[src/rtl/gnr_pkg.sv]
// gnr_pkg: shared types and constants for the GNR network cycle controller.
//   gnr_state_t  controller states (IDLE, LOAD, DETECT, PERIOD, DONE)
//   GNR_CNT_W    default width of the step and period counters
//   LOAD_CYCLES  number of cycles reset_nos is held while the node cells load
package gnr_pkg;

    localparam int GNR_CNT_W   = 32;
    localparam int LOAD_CYCLES = 1;

    typedef enum logic [2:0] {
        IDLE,
        LOAD,
        DETECT,
        PERIOD,
        DONE
    } gnr_state_t;

endpackage

[src/rtl/gnr_vec_cmp.sv]
// gnr_vec_cmp: state-vector equality with a step-count qualifier.
//   a, b      N_NODES  vectors to compare (tortoise / hare)
//   cnt       CNT_W    current step count
//   even_req  1        when set, cnt must be even to qualify
//   min_cnt   CNT_W    cnt must be at least this value to qualify
//   match     1        a==b and both count qualifiers hold
module gnr_vec_cmp
    import gnr_pkg::*;
#(
    parameter int N_NODES = 22,
    parameter int CNT_W   = GNR_CNT_W
) (
    input  logic [N_NODES-1:0] a,
    input  logic [N_NODES-1:0] b,
    input  logic [CNT_W-1:0]   cnt,
    input  logic               even_req,
    input  logic [CNT_W-1:0]   min_cnt,
    output logic               match
);

    logic even_ok;
    logic min_ok;

    assign even_ok = !even_req || !cnt[0];
    assign min_ok  = (cnt >= min_cnt);
    assign match   = (a == b) && even_ok && min_ok;

endmodule

[src/rtl/gnr_cycle_ctrl.sv]
// gnr_cycle_ctrl: drives the GNR node cells through Floyd cycle detection,
// then measures the attractor period.
//   clk, rst        clock, asynchronous active-high reset
//   start           run request, honoured only in IDLE or DONE
//   init_vec        initial network state, captured on the start cycle
//   s0_vec, s1_vec  tortoise / hare state vectors from the nodes
//   reset_nos       node load pulse; init_state is the per-node load value
//   start_s0/s1     tortoise / hare advance strobes
//   busy, done      run in progress / results valid (held until next start)
//   detect_steps    hare steps at first s0==s1 match
//   period          attractor cycle length
//   attractor       s0_vec captured at detection
//   timeout         run aborted on step limit
// Optional build macro GNR_TIMEOUT_EN adds the MAX_STEPS limit; without it
// counters wrap silently and timeout is tied 0.
//
// state  | meaning
// IDLE   | waiting for start after reset
// LOAD   | reset_nos asserted, node cells load init_state
// DETECT | hare and tortoise stepping until s0==s1 on an even hare count
// PERIOD | tortoise frozen, hare stepping until it returns to s0
// DONE   | results valid, waiting for the next start
module gnr_cycle_ctrl
    import gnr_pkg::*;
#(
    parameter int               N_NODES   = 22,
    parameter int               CNT_W     = GNR_CNT_W,
    parameter logic [CNT_W-1:0] MAX_STEPS = {CNT_W{1'b1}}
) (
    input  logic               clk,
    input  logic               rst,
    input  logic               start,
    input  logic [N_NODES-1:0] init_vec,
    input  logic [N_NODES-1:0] s0_vec,
    input  logic [N_NODES-1:0] s1_vec,
    output logic               reset_nos,
    output logic [N_NODES-1:0] init_state,
    output logic               start_s0,
    output logic               start_s1,
    output logic               busy,
    output logic               done,
    output logic [CNT_W-1:0]   detect_steps,
    output logic [CNT_W-1:0]   period,
    output logic [N_NODES-1:0] attractor,
    output logic               timeout
);

    gnr_state_t       state;
    gnr_state_t       state_nxt;
    logic [CNT_W-1:0] hare_cnt;
    logic [CNT_W-1:0] per_cnt;
    logic [1:0]       ld_cnt;
    logic             in_detect;
    logic             in_period;
    logic             match;
    logic             hit;
    logic             phit;
    logic             det_lim;
    logic             per_lim;
    logic             go;

    assign in_detect = (state == DETECT);
    assign in_period = (state == PERIOD);
    assign go        = start && ((state == IDLE) || (state == DONE));

    // One comparator serves both phases: DETECT needs an even hare count of
    // at least 2 (tortoise has then taken exactly half the steps), PERIOD
    // needs the hare to have moved at least once.
    gnr_vec_cmp #(
        .N_NODES (N_NODES),
        .CNT_W   (CNT_W)
    ) u_cmp (
        .a        (s0_vec),
        .b        (s1_vec),
        .cnt      (in_detect ? hare_cnt : per_cnt),
        .even_req (in_detect),
        .min_cnt  (in_detect ? CNT_W'(2) : CNT_W'(1)),
        .match    (match)
    );

    assign hit  = in_detect && match;
    assign phit = in_period && match;

`ifdef GNR_TIMEOUT_EN
    assign det_lim = (hare_cnt == MAX_STEPS);
    assign per_lim = (per_cnt == MAX_STEPS);
`else
    logic unused_max;
    assign unused_max = ^MAX_STEPS;
    assign det_lim    = 1'b0;
    assign per_lim    = 1'b0;
`endif

    always_ff @(posedge clk or posedge rst) begin
        if (rst) begin
            state <= IDLE;
        end else begin
            state <= state_nxt;
        end
    end

    always_comb begin
        state_nxt = state;
        case (state)
            IDLE, DONE: if (go) state_nxt = LOAD;
            LOAD:       if (ld_cnt == 2'd0) state_nxt = DETECT;
            DETECT: begin
                if (hit)          state_nxt = PERIOD;
                else if (det_lim) state_nxt = DONE;
            end
            PERIOD:     if (phit || per_lim) state_nxt = DONE;
            default:    state_nxt = IDLE;
        endcase
    end

    always_comb begin
        reset_nos = (state == LOAD);
        busy      = (state == LOAD) || in_detect || in_period;
        done      = (state == DONE);
        start_s0  = in_detect && !hit;
        start_s1  = (in_detect && !hit) || (in_period && !phit);
    end

    always_ff @(posedge clk or posedge rst) begin
        if (rst) begin
            init_state   <= '0;
            hare_cnt     <= '0;
            per_cnt      <= '0;
            ld_cnt       <= '0;
            detect_steps <= '0;
            period       <= '0;
            attractor    <= '0;
        end else begin
            case (state)
                IDLE, DONE: begin
                    if (go) begin
                        init_state <= init_vec;
                        hare_cnt   <= '0;
                        per_cnt    <= '0;
                        ld_cnt     <= 2'(LOAD_CYCLES - 1);
                    end
                end
                LOAD: begin
                    if (ld_cnt != 2'd0) ld_cnt <= ld_cnt - 2'd1;
                end
                DETECT: begin
                    if (hit) begin
                        detect_steps <= hare_cnt;
                        attractor    <= s0_vec;
                    end else begin
                        hare_cnt <= hare_cnt + CNT_W'(1);
                        if (det_lim) begin
                            detect_steps <= MAX_STEPS;
                            period       <= '0;
                        end
                    end
                end
                PERIOD: begin
                    if (phit) begin
                        period <= per_cnt;
                    end else begin
                        per_cnt <= per_cnt + CNT_W'(1);
                        if (per_lim) period <= '0;
                    end
                end
                default: ;
            endcase
        end
    end

`ifdef GNR_TIMEOUT_EN
    always_ff @(posedge clk or posedge rst) begin
        if (rst) begin
            timeout <= 1'b0;
        end else if (go) begin
            timeout <= 1'b0;
        end else if ((in_detect && !hit && det_lim) || (in_period && !phit && per_lim)) begin
            timeout <= 1'b1;
        end
    end
`else
    assign timeout = 1'b0;
`endif

endmodule

[config.mk]
export PLATFORM = sky130hd
export DESIGN_NAME = gnr_cycle_ctrl
export DESIGN_NICKNAME = d
export VERILOG_FILES = /design/src/rtl/gnr_pkg.sv /design/src/rtl/gnr_vec_cmp.sv /design/src/rtl/gnr_cycle_ctrl.sv
export SDC_FILE = /design/constraint.sdc
export NUM_CORES = 1
export LEC_CHECK = 0
export ABC_AREA = 1
export ABC_CLOCK_PERIOD_IN_PS = 12800
export CORE_UTILIZATION = 45
export CTS_CLUSTER_SIZE = 30
export DETAILED_ROUTE_END_ITERATION = 7
export PLACE_DENSITY = 0.71
export SYNTH_ARGS = -nofsm -noshare
export SYNTH_HDL_FRONTEND = slang
export SYNTH_SLANG_ARGS = --single-unit
export TNS_END_PERCENT = 30
[constraint.sdc]
create_clock -name clk -period 12.8 [get_ports clk]
set_input_delay 3.84 -clock clk [delete_from_list [all_inputs] [get_ports clk]]
set_output_delay 3.84 -clock clk [all_outputs]
set_load 0.01 [all_outputs]
# == After elaboration in Yosys (flattened, before gate mapping) ==
# Cells that the tools add are included.
# word_totals
register_bits,177
input_bits,69
out_inout_bits,114
wordCells,69
# op_classes
add_sub_neg,3
n_lt_le_gt_ge,1
eq_ne,12
n_mux,15
n_reduce_logical,30
# op_table
cell,n
2-to-1 mux 32 bit,4
case mux 32 bit (2 select lines),2
"adder 32 x 1 -> 32 bit, second input constant",2
greater-or-equal comparator 32 x 2 -> 1 bit,1
== test 22 bit,1
2-to-1 mux 3 bit,4
case mux 3 bit (4 select lines),1
AND reduction 3 bit,3
"inequality test 2 x 1 -> 1 bit, second input constant",4
nonzero test 2 bit,4
logical AND 1 bit,7
"== test 3 x 2 -> 1 bit, second input constant",2
2-to-1 mux 2 bit,3
"inequality test 2 bit, second input constant",3
AND reduction 2 bit,3
logical OR 1 bit,5
logical NOT 1 bit,4
case mux 2 bit (2 select lines),1
AND reduction 4 bit,1
"== test 3 x 1 -> 1 bit, second input constant",1
"== test 3 bit, second input constant",1
logical NOT 3 bit,1
logical NOT 2 bit,1
OR reduction 2 bit,1
"subtractor 2 x 1 -> 2 bit, second input constant",1

# == Longest topological paths before layout ==
# depth
word_depth,10
depth_mapped,14
mapped_depth_nobuf,13

# == Cells and area by module ==
# From an unflattened synthesis, not the netlist that was laid out.
# hier_totals
cells_unflattened,1362
area_unflattened_um2,9801.9
# modules_own_cells
module,n_inst,cells_per_inst,area_per_inst_um2,seq_area_each_um2
gnr_cycle_ctrl,1,1157,8600.7,4429.2
gnr_vec_cmp,1,205,1201.2,0.0

# == Least setup slack after synthesis ==
# Ideal clock, no wire load.
# synth_path
kind,input port to output port
startpoint,input s0_vec[11]
endpoint,output start_s1
arrival_ps,4757
required_ps,8960
setup_slack_ps,4203
stages,11
path_buffers,1
cell_sequence,inv_1 -> nand2_1 -> nand2_1 -> nand2_1 -> nor2_1 -> nand2_1 -> nor2_1 -> nand3_2 -> buf_2 -> nand2_1 -> inv_1
# synth_via
elab_chain_len,7
elab_cells_between_ends,10
cone_classes,1 x eq/ne; 9 x reduce/logical
# synth_rtl
element,line_no,source
"start, declared",gnr_cycle_ctrl.sv:34,"input logic [N_NODES-1:0] s0_vec,"
== test 22 bit *,gnr_vec_cmp.sv:26,assign match = (a == b) && even_ok && min_ok;
logical AND 1 bit * (2 in a row),gnr_vec_cmp.sv:26,
logical AND 1 bit (on tied branches),"gnr_cycle_ctrl.sv:81, gnr_cycle_ctrl.sv:82",
logical NOT 1 bit,gnr_cycle_ctrl.sv:121,start_s1 = (in_detect && !hit) || (in_period && !phit);
logical AND 1 bit,gnr_cycle_ctrl.sv:121,
logical OR 1 bit *,gnr_cycle_ctrl.sv:121,
"end, declared",gnr_cycle_ctrl.sv:39,"output logic start_s1,"
# Mark *: on every way between the ends. The rest lies on a longest branch, timed or not.

# == Final worst setup path ==
# layout_path
startpoint,input s0_vec[6]
endpoint,output start_s0
# layout_via
elab_chain_len,6
# layout_rtl
element,line_no,source
== test 22 bit,gnr_vec_cmp.sv:26,
logical AND 1 bit (2 in a row),gnr_vec_cmp.sv:26,
logical AND 1 bit,gnr_cycle_ctrl.sv:81,assign hit = in_detect && match;
logical NOT 1 bit,gnr_cycle_ctrl.sv:120,start_s0 = in_detect && !hit;
logical AND 1 bit,gnr_cycle_ctrl.sv:120,
"end, declared",gnr_cycle_ctrl.sv:38,"output logic start_s0,"
# Every way passes these cells.

==> flow_summary.json <==
{
  "ir_drop_v": 0.000122,
  "required_ns": 8.96,
  "met1_length_mm": 11.5,
  "cts_root_buf": "clkbuf_16",
  "crit_fanout": 18,
  "reg2reg_depth": 12,
  "period_share_pct": 77.7,
  "dieArea_um2": 21400,
  "synth.distinct_cells": 29,
  "worstMarginPinSlew_ns": 1.13,
  "synth_top_area_share_pct": 47.2,
  "max_cap_violations": 0,
  "yosys-top-cells-area": "dfrtp_1 47%, nand2_1 20%, nor2_1 7.0%, nand3_1 5.9%, inv_1 4.7%",
  "wirelength_mm": 25.3,
  "clk_latency_ns": 0.42,
  "synth_seq_area_share_pct": 47.2,
  "criticalPathCategory": "input pin to output port",
  "postCtsHoldBufs": 0,
  "syn_inst": 1321,
  "r2r_setup_slack_ns": 9.27,
  "slew_headroom_pct": 24.5,
  "cts_setup_buffers": 0,
  "start_util_pct": 46.1,
  "avgSynthCellArea_um2": 7.10,
  "io_pins": 183,
  "cts_tree": "built",
  "powerDensity_nw_per_um2": 136,
  "routedWlPerCell_um": 14.4,
  "drt-initial-drc-count": 574,
  "fillerInstances": 1922,
  "antenna_left": 0,
  "slew_viol_final": 0,
  "nets": 1549,
  "drc": 0,
  "grt_max_degree": 112,
  "num_vias": 8838,
  "critPathBufInv": 3,
  "first_pass_iters": 5,
  "met2_length_mm": 11.9,
  "overflow": 0,
  "grt_antenna_before_repair": 0,
  "coreArea_um2": 20400,
  "cp-end-kind": "output port",
  "hold_path.class": "register to register",
  "period_needed_ns": 9.94,
  "fin_skew_ns": 0.0104,
  "cp.arrival_ns": 6.10,
  "whs_path_depth": 2,
  "viasPerCell": 5.02,
  "dp_hpwl_mm": 17.8,
  "leakagePower_nw": 5.59,
  "die_w_um": 146,
  "reg2reg_to": "per_cnt[2]$_DFFE_PP0P_",
  "clk_path_buf_depth": 2,
  "fin_hold_ws_ns": 0.467,
  "port_buffers": 181,
  "cts_resized": 0,
  "placed_cell_area_um2": 11300,
  "holdPathEnd": "init_state[5]$_DFFE_PP0P_",
  "area_growth_pct": 27.4,
  "clk_pin_slew_ns": 0.07,
  "fp-row-count": 52,
  "synth_top_area_cell": "dfrtp_1",
  "regToRegStartpoint": "state[2]$_DFFE_PP0P_",
  "worstSetupStartpointType": "input pin",
  "grt.total_usage_pct": 24.2,
  "finalHoldViolCount": 0,
  "crit_chain": "clkdlybuf4s50_1, xnor2_1, nand2_1, nor2_1, nand2_1, nor2_1, nand3_2, inv_4, nor2_1, clkdlybuf4s50_1",
  "top_layer": "met4",
  "slowest_delay_ns": 0.50,
  "fin_area_um2": 12000,
  "tns_ns": 0,
  "cts_made_buffers": 17,
  "min-delay-start": "init_state[5]$_DFFE_PP0P_",
  "fmax_mhz": 101,
  "rsz0062_at_grt": "no",
  "slowest_stage": "clkdlybuf4s50_1",
  "synthesis.area_um2": 9390,
  "critPathTopFamily": "buffers and inverters",
  "status": "finished clean",
  "cts_max_level": 4,
  "yosysWarnings": 0,
  "cp_common_cell": "nor2_1",
  "synthesis.nets": 1393,
  "diodes": 0,
  "grt_pass1_wl_mm": 41.4,
  "drive_above_1_share_pct": 3.29,
  "route.met3.wl_mm": 1.46,
  "first_global_vias": 8201,
  "cts_sinks": 177,
  "die_h_um": 146,
  "ys_ff_latch": 177,
  "setup_viol": 0,
  "place_congestion": 0.935
}
[cells in the mapped netlist]
master    number
o22ai_1        2
buf_6          4
nand3_1      111
inv_1        117
nand2_1      507
xnor2_1        7
o21ai_1       33
dfrtp_1      177
a21oi_1        1
nand3b_1       1
xor2_1        34
nand3_2        2
o21ai_0       38
nor2_1       176
buf_4          3
nand2_4        2
buf_2         18
buf_1          2
nor3_1        34
o31ai_1        1
ha_1           3
nand2_2        1
nand4_1       16
nor3b_1        1
nor3_2         1
conb_1         1
inv_2          4
inv_4          1
clkbuf_1      23
[worst max path at each step]
stage	start	end	slack [ns]	cells past startpoint
after floorplan	rst	attractor[0]$_DFFE_PP0P_	4.16	1
after global placement	s0_vec[6]	start_s0	2.86	10
after detailed placement	s0_vec[6]	start_s0	2.81	10
after CTS	s0_vec[6]	start_s0	2.81	10
after global routing	s0_vec[7]	start_s0	2.70	10
final	s0_vec[6]	start_s0	2.86	10
[cells in the final DEF, fill, tap and decap left out]
master           synthesis  routed
buf_4                    3       6
clkinvlp_4               0       3
nand4_1                 16      16
nand3_1                111     111
xnor2_1                  7       7
inv_8                    0       1
inv_1                  117     116
nor3_2                   1       1
conb_1                   1       1
clkbuf_1                23       1
o21ai_0                 38      38
nor3_1                  34      34
inv_2                    4       4
clkdlybuf4s50_1          0     181
a21oi_1                  1       1
clkinv_2                 0       2
inv_4                    1       1
dfrtp_1                177     177
nand2_2                  1       1
ha_1                     3       3
xor2_1                  34      34
clkinv_4                 0       1
inv_6                    0       2
nor2_1                 176     176
nand3_2                  2       2
bufinv_16                0       3
nand2_4                  2       2
clkbuf_8                 0       3
nand3b_1                 1       1
o22ai_1                  2       2
nand2_1                507     507
clkbuf_16                0      17
o21ai_1                 33      33
o31ai_1                  1       1
nor3b_1                  1       1
[sequential cells by signal (all words and copies together), names as in the netlist]
signal        cells
detect_steps     32
state             3
per_cnt          32
hare_cnt         32
ld_cnt            2
init_state       22
period           32
attractor        22
[through the flow]
step	instances	worst slack (ns)	util [%]	power (mW)
3_5_place_dp	1728	2.81	55.7	1.08
4_1_cts	1760	2.81	58.7	1.64
3_3_place_gp	1728	2.86	55.7	1.08
2_1_floorplan	1321	4.16	-	0.907
5_1_grt	1760	2.70	58.7	1.70
6_report	1760	2.86	58.7	1.62
[power by group]
part           switching (mW)  total (mW)  internal, mW
registers              0.0345       0.642         0.607
logic                   0.284       0.429         0.146
clock network           0.227       0.552         0.325
[worst reg2reg max path, delay by kind of cell (launching register included)]
family        cells  cell delay (ns)
simple gates      9             2.31
buf+inv           3             0.64
flops             1             0.45
[area by class of cell]
| cell class | instances | area, um2 | share of cell area [%] |
|---|---|---|---|
| Sequential cell | 177 | 4430 | 37.0 |
| Multi-Input combinational cell | 972 | 4240 | 35.5 |
| Timing Repair Buffer | 187 | 1860 | 15.5 |
| Clock buffer | 21 | 470 | 3.94 |
| Inverter | 122 | 465 | 3.89 |
| Tap cell | 270 | 338 | 2.83 |
| Clock inverter | 11 | 151 | 1.27 |
[logic make-up (layout without fill, tap and decap cells)]
family / Yosys count / in the layout / synth area share, %
compound gates: 75 / 75 / 4.05
xor+xnor: 41 / 41 / 3.83
fa+ha+maj: 3 / 3 / 0.400
buf+inv: 172 / 341 / 7.59
flops: 177 / 177 / 47.2
other cells: 1 / 1 / 0.0400
simple gates: 852 / 852 / 36.9
[per-layer routing]
layer / vias up / GRT usage (%)
li1: 4425 / -
met1: 4118 / 32.2
met2: 273 / 39.9
met3: 22 / 5.06
met4: 0 / 6.46
met5: - / 0
Note: power is estimated with default switching activity, not from simulation.
